### config.mk
export PLATFORM = sky130hd
export DESIGN_NAME = pixel_readout_seq_flat
export DESIGN_NICKNAME = d
export VERILOG_FILES = /design/src/rtl/pixseq_pkg.sv /design/src/rtl/pixel_readout_seq_if.sv /design/src/rtl/pixseq_timer.sv /design/src/rtl/pixel_readout_seq.sv /design/src/flat_wrapper.sv
export SDC_FILE = /design/constraint.sdc
export NUM_CORES = 1
export LEC_CHECK = 0
export BUFFER_PORTS_ARGS = -buffer_cell sky130_fd_sc_hd__clkbuf_2
export CAP_MARGIN = 20
export CORE_ASPECT_RATIO = 1.25
export CORE_MARGIN = 2
export CORE_UTILIZATION = 54
export DETAILED_ROUTE_END_ITERATION = 8
export GPL_ROUTABILITY_DRIVEN = 0
export MAX_ROUTING_LAYER = met4
export PLACE_DENSITY = 0.77
export SLEW_MARGIN = 10
export SYNTH_ARGS = -nofsm -noshare
export SYNTH_HDL_FRONTEND = slang
export SYNTH_SLANG_ARGS = --single-unit
export TNS_END_PERCENT = 20
### constraint.sdc
create_clock -name clk -period 3.8 [get_ports clk]
set_input_delay 0.76 -clock clk [delete_from_list [all_inputs] [get_ports clk]]
set_output_delay 0.76 -clock clk [all_outputs]
set_load 0.005 [all_outputs]
### src/rtl/pixseq_pkg.sv
// Shared definitions for the pixel readout sequencer: FSM state encoding and
// default parameter values.
package pixseq_pkg;

    localparam int unsigned INTEG_W_DEF    = 16;
    localparam int unsigned EVT_W_DEF      = 8;
    localparam int unsigned SETTLE_CYC_DEF = 4;
    localparam int unsigned TMO_CYC_DEF    = 255;

    typedef enum logic [3:0] {
        StIdle   = 4'd0,
        StPrst   = 4'd1,
        StPwait  = 4'd2,
        StInteg  = 4'd3,
        StRdclr  = 4'd4,
        StSettle = 4'd5,
        StSamp   = 4'd6,
        StMstep  = 4'd7,
        StMwait  = 4'd8,
        StEvtend = 4'd9
    } state_e;

endpackage

### src/rtl/pixel_readout_seq_if.sv
// Control/handshake bundle between the sequencer (master) and the run
// controller plus pixel block (slave).
interface pixel_readout_seq_if #(
    parameter int unsigned INTEG_W = 16,
    parameter int unsigned EVT_W   = 8
);
    // Run control
    logic               start;
    logic               stop;
    logic               trg_mode;
    logic               trg_in;
    logic [INTEG_W-1:0] integ_cyc;
    logic [EVT_W-1:0]   evt_num;
    // Pixel block / ADC responses
    logic               pix_end_i;
    logic               mem_set_done_i;
    logic               last_mem_i;
    logic               sample_ack;
    // Sequencer outputs
    logic               pix_reset_o;
    logic               pix_store_o;
    logic               mem_set_en_o;
    logic               mem_set_clr_o;
    logic               sample_req;
    logic               busy;
    logic               evt_num_end;
    logic [EVT_W-1:0]   evt_cnt;
    logic               err_tmo;

    modport master (
        input  start, stop, trg_mode, trg_in, integ_cyc, evt_num,
        input  pix_end_i, mem_set_done_i, last_mem_i, sample_ack,
        output pix_reset_o, pix_store_o, mem_set_en_o, mem_set_clr_o, sample_req,
        output busy, evt_num_end, evt_cnt, err_tmo
    );

    modport slave (
        output start, stop, trg_mode, trg_in, integ_cyc, evt_num,
        output pix_end_i, mem_set_done_i, last_mem_i, sample_ack,
        input  pix_reset_o, pix_store_o, mem_set_en_o, mem_set_clr_o, sample_req,
        input  busy, evt_num_end, evt_cnt, err_tmo
    );

endinterface

### src/rtl/pixseq_timer.sv
// Loadable down-counter with zero flag. Saturates at zero so a state can
// wait on the flag indefinitely after expiry.
module pixseq_timer #(
    parameter int unsigned W = 16
) (
    input  logic         clk,
    input  logic         rst,
    input  logic         i_load,
    input  logic [W-1:0] i_val,
    output logic         o_zero
);

    logic [W-1:0] r_cnt;

    // Load has priority; otherwise count down and hold at zero
    always_ff @(posedge clk or posedge rst) begin
        if (rst) begin
            r_cnt <= '0;
        end else if (i_load) begin
            r_cnt <= i_val;
        end else if (r_cnt != '0) begin
            r_cnt <= r_cnt - W'(1);
        end
    end

    assign o_zero = (r_cnt == '0);

endmodule

### src/rtl/pixel_readout_seq.sv
// Frame sequencer for one pixel-control block: pixel reset, integration,
// memory readout and ADC sampling per event, repeated for a run.
// Optional build macro PIXSEQ_TRG_VETO_EN: in trigger mode, triggers during the
// first SETTLE_CYC cycles of integration are ignored.
module pixel_readout_seq
    import pixseq_pkg::*;
#(
    parameter int unsigned INTEG_W    = INTEG_W_DEF,
    parameter int unsigned EVT_W      = EVT_W_DEF,
    parameter int unsigned SETTLE_CYC = SETTLE_CYC_DEF,
    parameter int unsigned TMO_CYC    = TMO_CYC_DEF
) (
    input logic                 clk,
    input logic                 rst,
    pixel_readout_seq_if.master bus
);

    // One timer serves integration, settle and watchdog; wide enough for all.
    localparam int unsigned TMR_W = (INTEG_W > 8) ? INTEG_W : 8;

    state_e             r_state;
    state_e             w_state_d;
    logic [INTEG_W-1:0] r_integ_cyc;
    logic [EVT_W-1:0]   r_evt_num;
    logic [EVT_W-1:0]   r_evt_cnt;
    logic [EVT_W-1:0]   w_cnt_inc;
    logic               r_evt_num_end;
    logic               r_err_tmo;
    logic               r_stop_pend;
    logic               w_evt_done;
    logic               w_timeout;
    logic               w_trg_ok;
    logic               w_tmr_load;
    logic [TMR_W-1:0]   w_tmr_val;
    logic               w_tmr_zero;

    pixseq_timer #(
        .W (TMR_W)
    ) u_timer (
        .clk    (clk),
        .rst    (rst),
        .i_load (w_tmr_load),
        .i_val  (w_tmr_val),
        .o_zero (w_tmr_zero)
    );

    assign w_cnt_inc  = r_evt_cnt + EVT_W'(1);
    assign w_evt_done = (r_evt_num != '0) && (w_cnt_inc == r_evt_num);

`ifdef PIXSEQ_TRG_VETO_EN
    // Timer runs the veto window on INTEG entry; trigger counts once it expires
    assign w_trg_ok = bus.trg_in && w_tmr_zero;
`else
    assign w_trg_ok = bus.trg_in;
`endif

    // Next-state decode
    always_comb begin
        w_state_d = r_state;
        w_timeout = 1'b0;
        unique case (r_state)
            StIdle:   if (bus.start) w_state_d = StPrst;
            StPrst:   w_state_d = StPwait;
            StPwait: begin
                if (bus.pix_end_i) begin
                    w_state_d = StInteg;
                end else if (w_tmr_zero) begin
                    w_state_d = StIdle;
                    w_timeout = 1'b1;
                end
            end
            StInteg: begin
                if (bus.trg_mode ? w_trg_ok : w_tmr_zero) w_state_d = StRdclr;
            end
            StRdclr:  w_state_d = StSettle;
            StSettle: if (w_tmr_zero) w_state_d = StSamp;
            StSamp: begin
                if (bus.sample_ack) w_state_d = bus.last_mem_i ? StEvtend : StMstep;
            end
            StMstep:  w_state_d = StMwait;
            StMwait: begin
                if (bus.mem_set_done_i) begin
                    w_state_d = StSettle;
                end else if (w_tmr_zero) begin
                    w_state_d = StIdle;
                    w_timeout = 1'b1;
                end
            end
            StEvtend: begin
                if (w_evt_done || r_stop_pend || bus.stop) w_state_d = StIdle;
                else w_state_d = StPrst;
            end
            default:  w_state_d = StIdle;
        endcase
    end

    // Timer reload on every state change, with the budget of the state entered
    always_comb begin
        w_tmr_load = (w_state_d != r_state);
        w_tmr_val  = '0;
        case (w_state_d)
            StPwait, StMwait: w_tmr_val = TMR_W'(TMO_CYC);
            StSettle:         w_tmr_val = TMR_W'(SETTLE_CYC - 1);
            StInteg: begin
                if (bus.trg_mode) begin
`ifdef PIXSEQ_TRG_VETO_EN
                    w_tmr_val = TMR_W'(SETTLE_CYC);
`else
                    w_tmr_val = '0;
`endif
                end else if (r_integ_cyc != '0) begin
                    // Exit on the zero cycle, so INTEG lasts exactly INTEG_CYC cycles
                    w_tmr_val = TMR_W'(r_integ_cyc) - TMR_W'(1);
                end
            end
            default:          w_tmr_val = '0;
        endcase
    end

    // State register
    always_ff @(posedge clk or posedge rst) begin
        if (rst) r_state <= StIdle;
        else     r_state <= w_state_d;
    end

    // Run configuration, event counter, stop latch and status flags
    always_ff @(posedge clk or posedge rst) begin
        if (rst) begin
            r_integ_cyc   <= '0;
            r_evt_num     <= '0;
            r_evt_cnt     <= '0;
            r_evt_num_end <= 1'b0;
            r_err_tmo     <= 1'b0;
            r_stop_pend   <= 1'b0;
        end else begin
            if (r_state == StIdle) begin
                r_stop_pend <= 1'b0;
                if (bus.start) begin
                    r_integ_cyc   <= bus.integ_cyc;
                    r_evt_num     <= bus.evt_num;
                    r_evt_cnt     <= '0;
                    r_evt_num_end <= 1'b0;
                    r_err_tmo     <= 1'b0;
                end
            end else if (bus.stop) begin
                r_stop_pend <= 1'b1;
            end
            if (r_state == StEvtend) begin
                r_evt_cnt <= w_cnt_inc;
                if (w_evt_done) r_evt_num_end <= 1'b1;
            end
            if (w_timeout) r_err_tmo <= 1'b1;
        end
    end

    // Moore outputs: every strobe is a pure state decode, so reset clears them at once
    always_comb begin
        bus.pix_reset_o   = (r_state == StPrst);
        bus.pix_store_o   = (r_state == StPrst) || (r_state == StPwait) ||
                            (r_state == StInteg);
        bus.mem_set_clr_o = (r_state == StRdclr);
        bus.mem_set_en_o  = (r_state == StMstep);
        bus.sample_req    = (r_state == StSamp);
        bus.busy          = (r_state != StIdle);
        bus.evt_num_end   = r_evt_num_end;
        bus.evt_cnt       = r_evt_cnt;
        bus.err_tmo       = r_err_tmo;
    end

endmodule

### src/flat_wrapper.sv
// flat-port wrapper written by rule: the top's interface ports become plain ports
module pixel_readout_seq_flat import pixseq_pkg::*;
#(
    parameter int unsigned INTEG_W    = INTEG_W_DEF,
    parameter int unsigned EVT_W      = EVT_W_DEF,
    parameter int unsigned SETTLE_CYC = SETTLE_CYC_DEF,
    parameter int unsigned TMO_CYC    = TMO_CYC_DEF
)
  (clk, rst, bus_start, bus_stop, bus_trg_mode, bus_trg_in, bus_integ_cyc, bus_evt_num, bus_pix_end_i, bus_mem_set_done_i, bus_last_mem_i, bus_sample_ack, bus_pix_reset_o, bus_pix_store_o, bus_mem_set_en_o, bus_mem_set_clr_o, bus_sample_req, bus_busy, bus_evt_num_end, bus_evt_cnt, bus_err_tmo);
  pixel_readout_seq_if #(.INTEG_W(INTEG_W), .EVT_W(EVT_W)) bus_i ();
  input logic clk;
  input logic rst;
  input wire logic [$bits(bus_i.start)-1:0] bus_start;
  input wire logic [$bits(bus_i.stop)-1:0] bus_stop;
  input wire logic [$bits(bus_i.trg_mode)-1:0] bus_trg_mode;
  input wire logic [$bits(bus_i.trg_in)-1:0] bus_trg_in;
  input wire logic [$bits(bus_i.integ_cyc)-1:0] bus_integ_cyc;
  input wire logic [$bits(bus_i.evt_num)-1:0] bus_evt_num;
  input wire logic [$bits(bus_i.pix_end_i)-1:0] bus_pix_end_i;
  input wire logic [$bits(bus_i.mem_set_done_i)-1:0] bus_mem_set_done_i;
  input wire logic [$bits(bus_i.last_mem_i)-1:0] bus_last_mem_i;
  input wire logic [$bits(bus_i.sample_ack)-1:0] bus_sample_ack;
  output wire logic [$bits(bus_i.pix_reset_o)-1:0] bus_pix_reset_o;
  output wire logic [$bits(bus_i.pix_store_o)-1:0] bus_pix_store_o;
  output wire logic [$bits(bus_i.mem_set_en_o)-1:0] bus_mem_set_en_o;
  output wire logic [$bits(bus_i.mem_set_clr_o)-1:0] bus_mem_set_clr_o;
  output wire logic [$bits(bus_i.sample_req)-1:0] bus_sample_req;
  output wire logic [$bits(bus_i.busy)-1:0] bus_busy;
  output wire logic [$bits(bus_i.evt_num_end)-1:0] bus_evt_num_end;
  output wire logic [$bits(bus_i.evt_cnt)-1:0] bus_evt_cnt;
  output wire logic [$bits(bus_i.err_tmo)-1:0] bus_err_tmo;
  assign bus_i.start = bus_start;
  assign bus_i.stop = bus_stop;
  assign bus_i.trg_mode = bus_trg_mode;
  assign bus_i.trg_in = bus_trg_in;
  assign bus_i.integ_cyc = bus_integ_cyc;
  assign bus_i.evt_num = bus_evt_num;
  assign bus_i.pix_end_i = bus_pix_end_i;
  assign bus_i.mem_set_done_i = bus_mem_set_done_i;
  assign bus_i.last_mem_i = bus_last_mem_i;
  assign bus_i.sample_ack = bus_sample_ack;
  assign bus_pix_reset_o = bus_i.pix_reset_o;
  assign bus_pix_store_o = bus_i.pix_store_o;
  assign bus_mem_set_en_o = bus_i.mem_set_en_o;
  assign bus_mem_set_clr_o = bus_i.mem_set_clr_o;
  assign bus_sample_req = bus_i.sample_req;
  assign bus_busy = bus_i.busy;
  assign bus_evt_num_end = bus_i.evt_num_end;
  assign bus_evt_cnt = bus_i.evt_cnt;
  assign bus_err_tmo = bus_i.err_tmo;
  pixel_readout_seq #(.INTEG_W(INTEG_W), .EVT_W(EVT_W), .SETTLE_CYC(SETTLE_CYC), .TMO_CYC(TMO_CYC)) u_core (.clk(clk), .rst(rst), .bus(bus_i));
endmodule
==> metrics.txt, run 1 <==
outcome complete, no violations; NetSw 1350 uW; fmax 310 MHz; RSZ-0062 raised after global routing false; CP required 4.00 ns; Area Overhead vs Synth 11.3%; Power Internal 1920 uW; DP HPWL 5480 microns; Syn Nets 399; Worst-Skew Late Latency 0.31 ns; DP Area 3860 sq um; Max Cap Viol 0; CP arrival 3.43 ns; leakage 0.00171 uW; CP Class reg -> reg; total gr overflow 0; initial antenna violation count 0; Ports 50; Tmin final 3.23 ns; post-route insts no fill 492; Max FO, Critical Path 16; Routed WL 7190 microns; largest net degree at the start of global routing 48; vias 2,818; crit start category flop; Mean Syn Cell Area 9.90 sq um; Flop pwr share 0.363; core area 6480 sq um; setup TNS 0 ns; wire per inst 14.6 microns; clock share of power 0.102; final non-filler cell area 3980 sq um; reg2reg end u_core.u_timer.r_cnt[8]; filler cell count 539; flop2flop setup slack 0.57 ns; die width 76.8 microns; Final Hold Vio Count 0; Hold-fix buffers, CTS 0; Root Buffer clkbuf_8; Detail Route Antenna Nets 0; CTS Sinks 55; Reg clk slew, reported paths 0.10 ns; top-area cell type share of the netlist area 0.385; input/output buffers 49; flops & latches, synth 55; Worst-Margin Slew 0.687 ns; Syn Std Cell Area 3570 sq um; dominant synthesized flop cell dfrtp_1; total die area 7290 sq um; P per Cell Area 821 nW/um^2; Seq/Total Area, Yosys 0.385; layout cell share with drive strength beyond 1 0.291; Yosys warning count 0; R2R depth 9; fin nets 442; Cells after DPL 483; kind of end point of the critical path flop; combinational share of power 0.534; number of global-route vias before repair 2,592; H-Tree Depth 2; 1st-pass router iterations 6; worst-case clock skew 0.00538 ns; Async SR Flop Fraction 1.00; GRT Overall Usage 0.206; die height 95.0 microns; cell row count 33; initial drt markers 165; fin crit share 0.850; Final Setup Violations 0; switching share of power 0.413; postcts setup bufs 0; vias per inst 5.73; first-pass GRT wire length 11,800 microns; Synth area leaders dfrtp_1 (39%), mux2_2 (9.5%), xnor2_1 (6.1%); Inserted Diodes 0; Post-synth EDFFs 0; Slew Limit Fails 0; most frequent cells in the layout dfrtp_1 (55), clkbuf_2 (49), nor2_1 (35); initial core utilization 0.551; most common cell after layout, fill and taps aside dfrtp_1; clock buffer depth 2; top cell type by total area after synthesis dfrtp_1; post-cts sizing count 0; Mapped Cells 361; Max VDD drop 0.495 mV; Worst slew margin 0.542; Worst Hold Class in -> async; CTS Buf Count 5; Reg-to-Reg Start u_core.u_timer.r_cnt[0]; Netlist cell types 58; TritonCTS clock tree built; DRC viols 0
## worst max-delay path by stage
| stage | cells after the start | to | startpoint | slack, ns |
|---|---|---|---|---|
| 6_report | 9 | u_core.u_timer.r_cnt[8] | u_core.u_timer.r_cnt[0] | 0.57 |
| 5_1_grt | 9 | u_core.u_timer.r_cnt[8] | u_core.u_timer.r_cnt[0] | 0.38 |
| 4_1_cts | 9 | u_core.u_timer.r_cnt[8] | u_core.u_timer.r_cnt[0] | 0.56 |
| 3_5_place_dp | 9 | u_core.u_timer.r_cnt[8] | u_core.u_timer.r_cnt[0] | 0.60 |
| 3_3_place_gp | 9 | u_core.u_timer.r_cnt[8] | u_core.u_timer.r_cnt[0] | 0.69 |
| 2_1_floorplan | 10 | u_core.u_timer.r_cnt[0] | u_core.u_timer.r_cnt[0] | 1.03 |
## layer usage
layer  GRT usage  part of all wire
met1       0.244              0.43
met2       0.367              0.52
met3      0.0306             0.043
met4      0.0576            0.0095
met5           -                 0
## state kept, by name (all words and copies together), names as in the netlist
name	cells
u_core.bus.err_tmo	1
u_core.bus.evt_cnt	8
u_core.bus.evt_num_end	1
u_core.r_evt_num	8
u_core.r_integ_cyc	16
u_core.r_state	4
u_core.r_stop_pend	1
u_core.u_timer.r_cnt	16
## logic make-up after synthesis
kind of cell,share of synthesized area
AOI/OAI and AO/OA,0.106
xor gates and xnor gates,0.0931
adders and majority gates,0.0140
buffers and inverters,0.0368
DFF,0.385
muxes,0.145
and+or+nand+nor,0.220
## power by group through the flow
stage / Sequential (uW) / Clock (uW) / Combinational, uW
after detailed placement: 1190 / 0 / 1750
after global placement: 1180 / 0 / 1700
after CTS: 1180 / 344 / 1760
after global routing: 1230 / 363 / 1930
final: 1190 / 334 / 1740
after floorplan: 1070 / 0 / 1560
## final cells by class
type / instances / area (sq um) / share of cell area
Clock buffer: 5 / 68.8 / 0.0173
Clock inverter: 3 / 25.0 / 0.00629
Inverter: 10 / 37.5 / 0.00944
Multi-Input combinational cell: 278 / 2070 / 0.519
Sequential cell: 55 / 1380 / 0.346
Tap cell: 87 / 109 / 0.0274
Timing Repair Buffer: 54 / 295 / 0.0742
## cell usage after synthesis (all sizes together) (4+ instances only)
master   n
a211oi   4
a21oi   12
and2     4
buf      7
clkbuf  11
dfrtp   55
ha       4
inv     10
mux2    40
nand2   15
nand2b   6
nand3   11
nand3b   6
nor2    35
nor3    15
nor3b    6
nor4    13
o21ai   23
o31ai    5
or3      5
or4      4
xnor2   25
xor2    13
## critical path, cell delays in order, from the launching register on
cell	delay, ns
dfrtp_1	0.44
inv_1	0.08
ha_1	0.17
nor3b_1	0.35
nand4_1	0.34
a211oi_2	0.39
nand3_4	0.14
and3b_4	0.23
o221ai_4	0.57
mux2_2	0.41
## metrics by stage
step	worst slack (ns)	power (uW)	util	hold slack (ns)
detailed placement	0.595	2940	0.596	0.497
global route	0.381	3520	0.614	0.306
CTS	0.559	3280	0.611	0.524
finish	0.570	3270	0.614	0.302
global placement	0.685	2880	0.596	0.497
floorplan	1.03	2620	-	0.467
Power figures use the tool's default switching activity.
==> run 2, diff against run 1 <==
==> constraint.sdc (replaced) <==
create_clock -name clk -period 3.05 [get_ports clk]
set_input_delay 0.61 -clock clk [delete_from_list [all_inputs] [get_ports clk]]
set_output_delay 0.61 -clock clk [all_outputs]
set_load 0.005 [all_outputs]
==> run 2 against run 1 <==
First-iteration DRC count fell by 28%. Sequential share of layout area shrank 0.34 points. Design area grew 1.0%. Clock power is 26% higher. Total power increased by 29%. Combinational power grew 33%. Die area is the same. Sequential cell count is the same. Sequential power grew 22%. Maximum frequency up 13%. Critical endpoint is now u_core.u_timer.r_cnt[5]. Largest cell class unchanged. Highest routed layer unchanged.
==> metrics.txt, run 2 (same netlist as run 1, synthesis figures left out) <==
die width 76.8 microns; Max Cap Viol 0; total power 4200 uW; 1st-pass router iterations 4; DP Area 3920 sq um; TritonCTS clock tree built; Worst slew margin 0.547; RSZ-0062 raised after global routing false; slowest cell on the critical path dfrtp_1; Reg clk slew, reported paths 0.10 ns; number of global-route vias before repair 2,759; multi-input logic area 2070 sq um; total gr overflow 0; clock buffer depth 2; CP Class reg -> reg; core area 6480 sq um; wire per inst 14.7 microns; CTS Buf Count 5; post-cts sizing count 0; P per Cell Area 1040 nW/um^2; Worst-Margin Slew 0.680 ns; CP Buf/Inv Count 1; fin nets 447; Hold-fix buffers, CTS 0; postcts setup bufs 0; fmax 351 MHz; Reg area 1380 sq um; critical path's top delay family compound AO/OA/AOI/OAI gates; CP required 3.25 ns; setup TNS 0 ns; GRT Overall Usage 0.220; worst-case clock skew 0.00820 ns; critical-path cell list ha_1, xor2_1, a211oi_1, nand4_1, o21ai_0, nand3_4, and3b_4, o221ai_4, buf_12, mux2_2; Worst-Skew Late Latency 0.31 ns; Tmin final 2.85 ns; crit start category flop; layout cell share with drive strength beyond 1 0.300; Area Overhead vs Synth 12.4%; Regs by FF count u_core.r_integ_cyc x16, u_core.u_timer.r_cnt x16; cell row count 33; Final Hold Vio Count 0; CTS Sinks 55; die height 95.0 microns; DP HPWL 5620 microns; kind of end point of the critical path flop; Worst Hold Class in -> async; most frequent cells in the layout dfrtp_1 (55), clkbuf_2 (49), nor2_1 (35); vias per inst 5.64; initial core utilization 0.551; flop2flop setup slack 0.20 ns; Detail Route Antenna Nets 0; Inserted Diodes 0; Setup WS pre-CTS 0.230 ns; total die area 7290 sq um; Max VDD drop 0.472 mV; final non-filler cell area 4020 sq um; CP arrival 3.05 ns; initial antenna violation count 0; Ports 50; filler cell count 545; DRC viols 0; Max FO, Critical Path 16; outcome complete, no violations; vias 2,802; CP peak stage delay 0.44 ns; H-Tree Depth 2; utilization after layout 0.620; initial drt markers 119; Final Setup Violations 0; leakage 0.00174 uW; Root Buffer clkbuf_8; input/output buffers 49; Routed WL 7330 microns; most common cell after layout, fill and taps aside dfrtp_1; final worst setup slack 0.201 ns; fin crit share 0.934; largest net degree at the start of global routing 56; first-pass GRT wire length 12,500 microns; Slew Limit Fails 0
run 2: routing by layer:
layer | track usage | share of wire
met5 | - | 0
met4 | 0.0818 | 0.019
met3 | 0.0344 | 0.033
met2 | 0.376 | 0.51
met1 | 0.264 | 0.44
run 2: worst reg2reg max path, stage by stage, from the launching register on:
cell,delay (ns)
dfrtp_1,0.44
ha_1,0.32
xor2_1,0.17
a211oi_1,0.21
nand4_1,0.16
o21ai_0,0.32
nand3_4,0.15
and3b_4,0.23
o221ai_4,0.21
buf_12,0.19
mux2_2,0.35
run 2: worst paths after layout:
| kind | endpoint | cells after the start | start |
|---|---|---|---|
| max in group asynchronous | u_core.u_timer.r_cnt[4] | 3 | rst |
| min in group clk | u_core.bus.err_tmo | 1 | u_core.bus.err_tmo |
| setup / recovery | u_core.u_timer.r_cnt[5] | 10 | u_core.bus.evt_cnt[1] |
| hold reg to reg | u_core.bus.err_tmo | 1 | u_core.bus.err_tmo |
| hold / removal | u_core.r_stop_pend | 3 | rst |
| setup reg to reg | u_core.u_timer.r_cnt[5] | 10 | u_core.bus.evt_cnt[1] |
run 2: per-stage QoR:
step,instances,hold WS [ns]
6_report,497,0.457
5_1_grt,497,0.499
3_5_place_dp,489,0.497
3_3_place_gp,489,0.496
2_1_floorplan,361,0.467
4_1_cts,497,0.476
run 2: layout make-up:
class | count | area share
inverter | 10 | 0.00934
sequential | 55 | 0.343
timing repair buffer | 59 | 0.0828
multi-input combinational | 278 | 0.514
clock buffer | 5 | 0.0171
tap | 87 | 0.0271
clock inverter | 3 | 0.00685
run 2: power breakdown:
group | switching (uW) | total [uW] | internal [uW]
logic | 1060 | 2320 | 1260
registers | 407 | 1450 | 1050
clock network | 251 | 421 | 171
==> run 3, diff against run 2 <==
--- a/config.mk
+++ b/config.mk
@@ -14,6 +14,7 @@
 export GPL_ROUTABILITY_DRIVEN = 0
 export MAX_ROUTING_LAYER = met4
 export PLACE_DENSITY = 0.77
+export RECOVER_POWER = 100
 export SLEW_MARGIN = 10
 export SYNTH_ARGS = -nofsm -noshare
 export SYNTH_HDL_FRONTEND = slang
==> run 3 against run 2 <==
Total power down 2.2%. Global-route usage unchanged. Largest power group unchanged. Routed wire length down 0.11%. Maximum frequency up 0.72%. Clock skew down 0.00065 ns. Highest routed layer unchanged. Sequential power about the same. Setup slack better by 0.020 ns.
==> metrics.txt, run 3 (same netlist as run 1, synthesis figures left out) <==
die width 76.8 microns; Worst slew margin 0.105; CP peak stage delay 0.53 ns; kind of end point of the critical path flop; Min-Delay Startpoint u_core.bus.err_tmo; global routing usage on met1 0.264; Ports 50; GRT Max-Usage Layer met2; Worst-Skew Late Latency 0.31 ns; DP Area 3920 sq um; Reg clk slew, reported paths 0.10 ns; clock buffer depth 2; slowest cell on the critical path or4_4; H-Tree Depth 2; fin crit share 0.928; P per Cell Area 1030 nW/um^2; Max VDD drop 0.468 mV; total die area 7290 sq um; Routed WL 7320 microns; outcome complete, no violations; CP required 3.25 ns; filler cell count 558; Root Buffer clkbuf_8; die height 95.0 microns; Detail Route Antenna Nets 0; most frequent cells in the layout dfrtp_1 (55), clkbuf_2 (48), nor2_1 (35); most common cell after layout, fill and taps aside dfrtp_1; Hold-fix buffers, CTS 0; post-cts sizing count 0; Final Hold Vio Count 0; Regs by FF count u_core.r_integ_cyc x16, u_core.u_timer.r_cnt x16; Area Overhead vs Synth 11.1%; total gr overflow 0; vias 2,796; layout cell share with drive strength beyond 1 0.266; setup TNS 0 ns; vias per inst 5.63; critical-path cell list clkbuf_1, and3_1, nand2_2, or4_4, o311ai_2, nand3_4, and3b_4, o221ai_4, buf_12, mux2_2; fin nets 447; Inserted Diodes 0; initial drt markers 137; Final Setup Violations 0; Slew Limit Fails 0; postcts setup bufs 0; utilization after layout 0.612; met3 Usage GRT 0.0344; 1st-pass router iterations 4; CTS Sinks 55; crit start category flop; Reg-to-Reg Start u_core.bus.evt_cnt[0]; largest net degree at the start of global routing 56; wire per inst 14.7 microns; CP Class reg -> reg; CTS Buf Count 5; final non-filler cell area 3970 sq um; input/output buffers 49; Max Cap Viol 0; cell row count 33; Max FO, Critical Path 16; initial antenna violation count 0; leakage 0.00170 uW; initial core utilization 0.551; Worst-Margin Slew 1.34 ns; DRC viols 0; worst-case clock skew 0.00755 ns; GRT Overall Usage 0.220; met2 Resource Use GR 0.376; core area 6480 sq um; TritonCTS clock tree built; crit path launch u_core.bus.evt_cnt[0]; RSZ-0062 raised after global routing false; fmax 353 MHz; first-pass GRT wire length 12,500 microns; number of global-route vias before repair 2,759; Worst Hold Class reg -> reg; Tmin final 2.83 ns; CP arrival 3.03 ns; DP HPWL 5620 microns
run 3: cell count changes in the layout (fill, tap and decap cells not counted), sizes merged:
cell and delta:
clkbuf +5, buf -5
run 3: worst max-delay path: cells and delay by family (launching register included):
kind / cells / cell delay [ns]
simple gates: 5 / 1.28
buf+inv: 2 / 0.41
flops: 1 / 0.36
mux: 1 / 0.34
compound gates: 2 / 0.33
run 3: per-stage QoR:
step,std cells,total power (uW),hold slack [ns],setup slack (ns)
floorplan,361,3270,0.467,0.281
global placement,489,3700,0.496,0.307
detailed placement,489,3790,0.497,0.230
CTS,497,4220,0.476,0.200
global route,497,4450,0.499,0.0318
finish,497,4100,0.511,0.221
run 3: power breakdown:
part | internal [uW] | total, uW | switching, uW
Sequential | 1050 | 1450 | 407
Clock | 171 | 421 | 250
Combinational | 1190 | 2230 | 1040
run 3: routing by layer:
metal,wire [microns],vias to the layer above
met1,3210,1338
met4,138,0
met5,0,-
li1,-,1396
met3,222,14
met2,3750,48
run 3: final timing paths:
check                                          end  slack, ns  depth (start not counted)
max                        u_core.u_timer.r_cnt[5]       0.22                         10
min                             u_core.bus.err_tmo       0.51                          1
max reg2reg                u_core.u_timer.r_cnt[5]       0.22                         10
min reg2reg                     u_core.bus.err_tmo       0.51                          1
max in group asynchronous  u_core.u_timer.r_cnt[4]       1.54                          3
min in group asynchronous        u_core.r_state[3]       0.72                          3
run 3: cell type report:
cell class	count	area, sq um	share of cell area
multi-input combinational	278	2040	0.513
timing repair buffer	59	313	0.0788
tap	87	109	0.0274
sequential	55	1380	0.347
clock buffer	5	68.8	0.0173
clock inverter	3	27.5	0.00693
inverter	10	37.5	0.00945
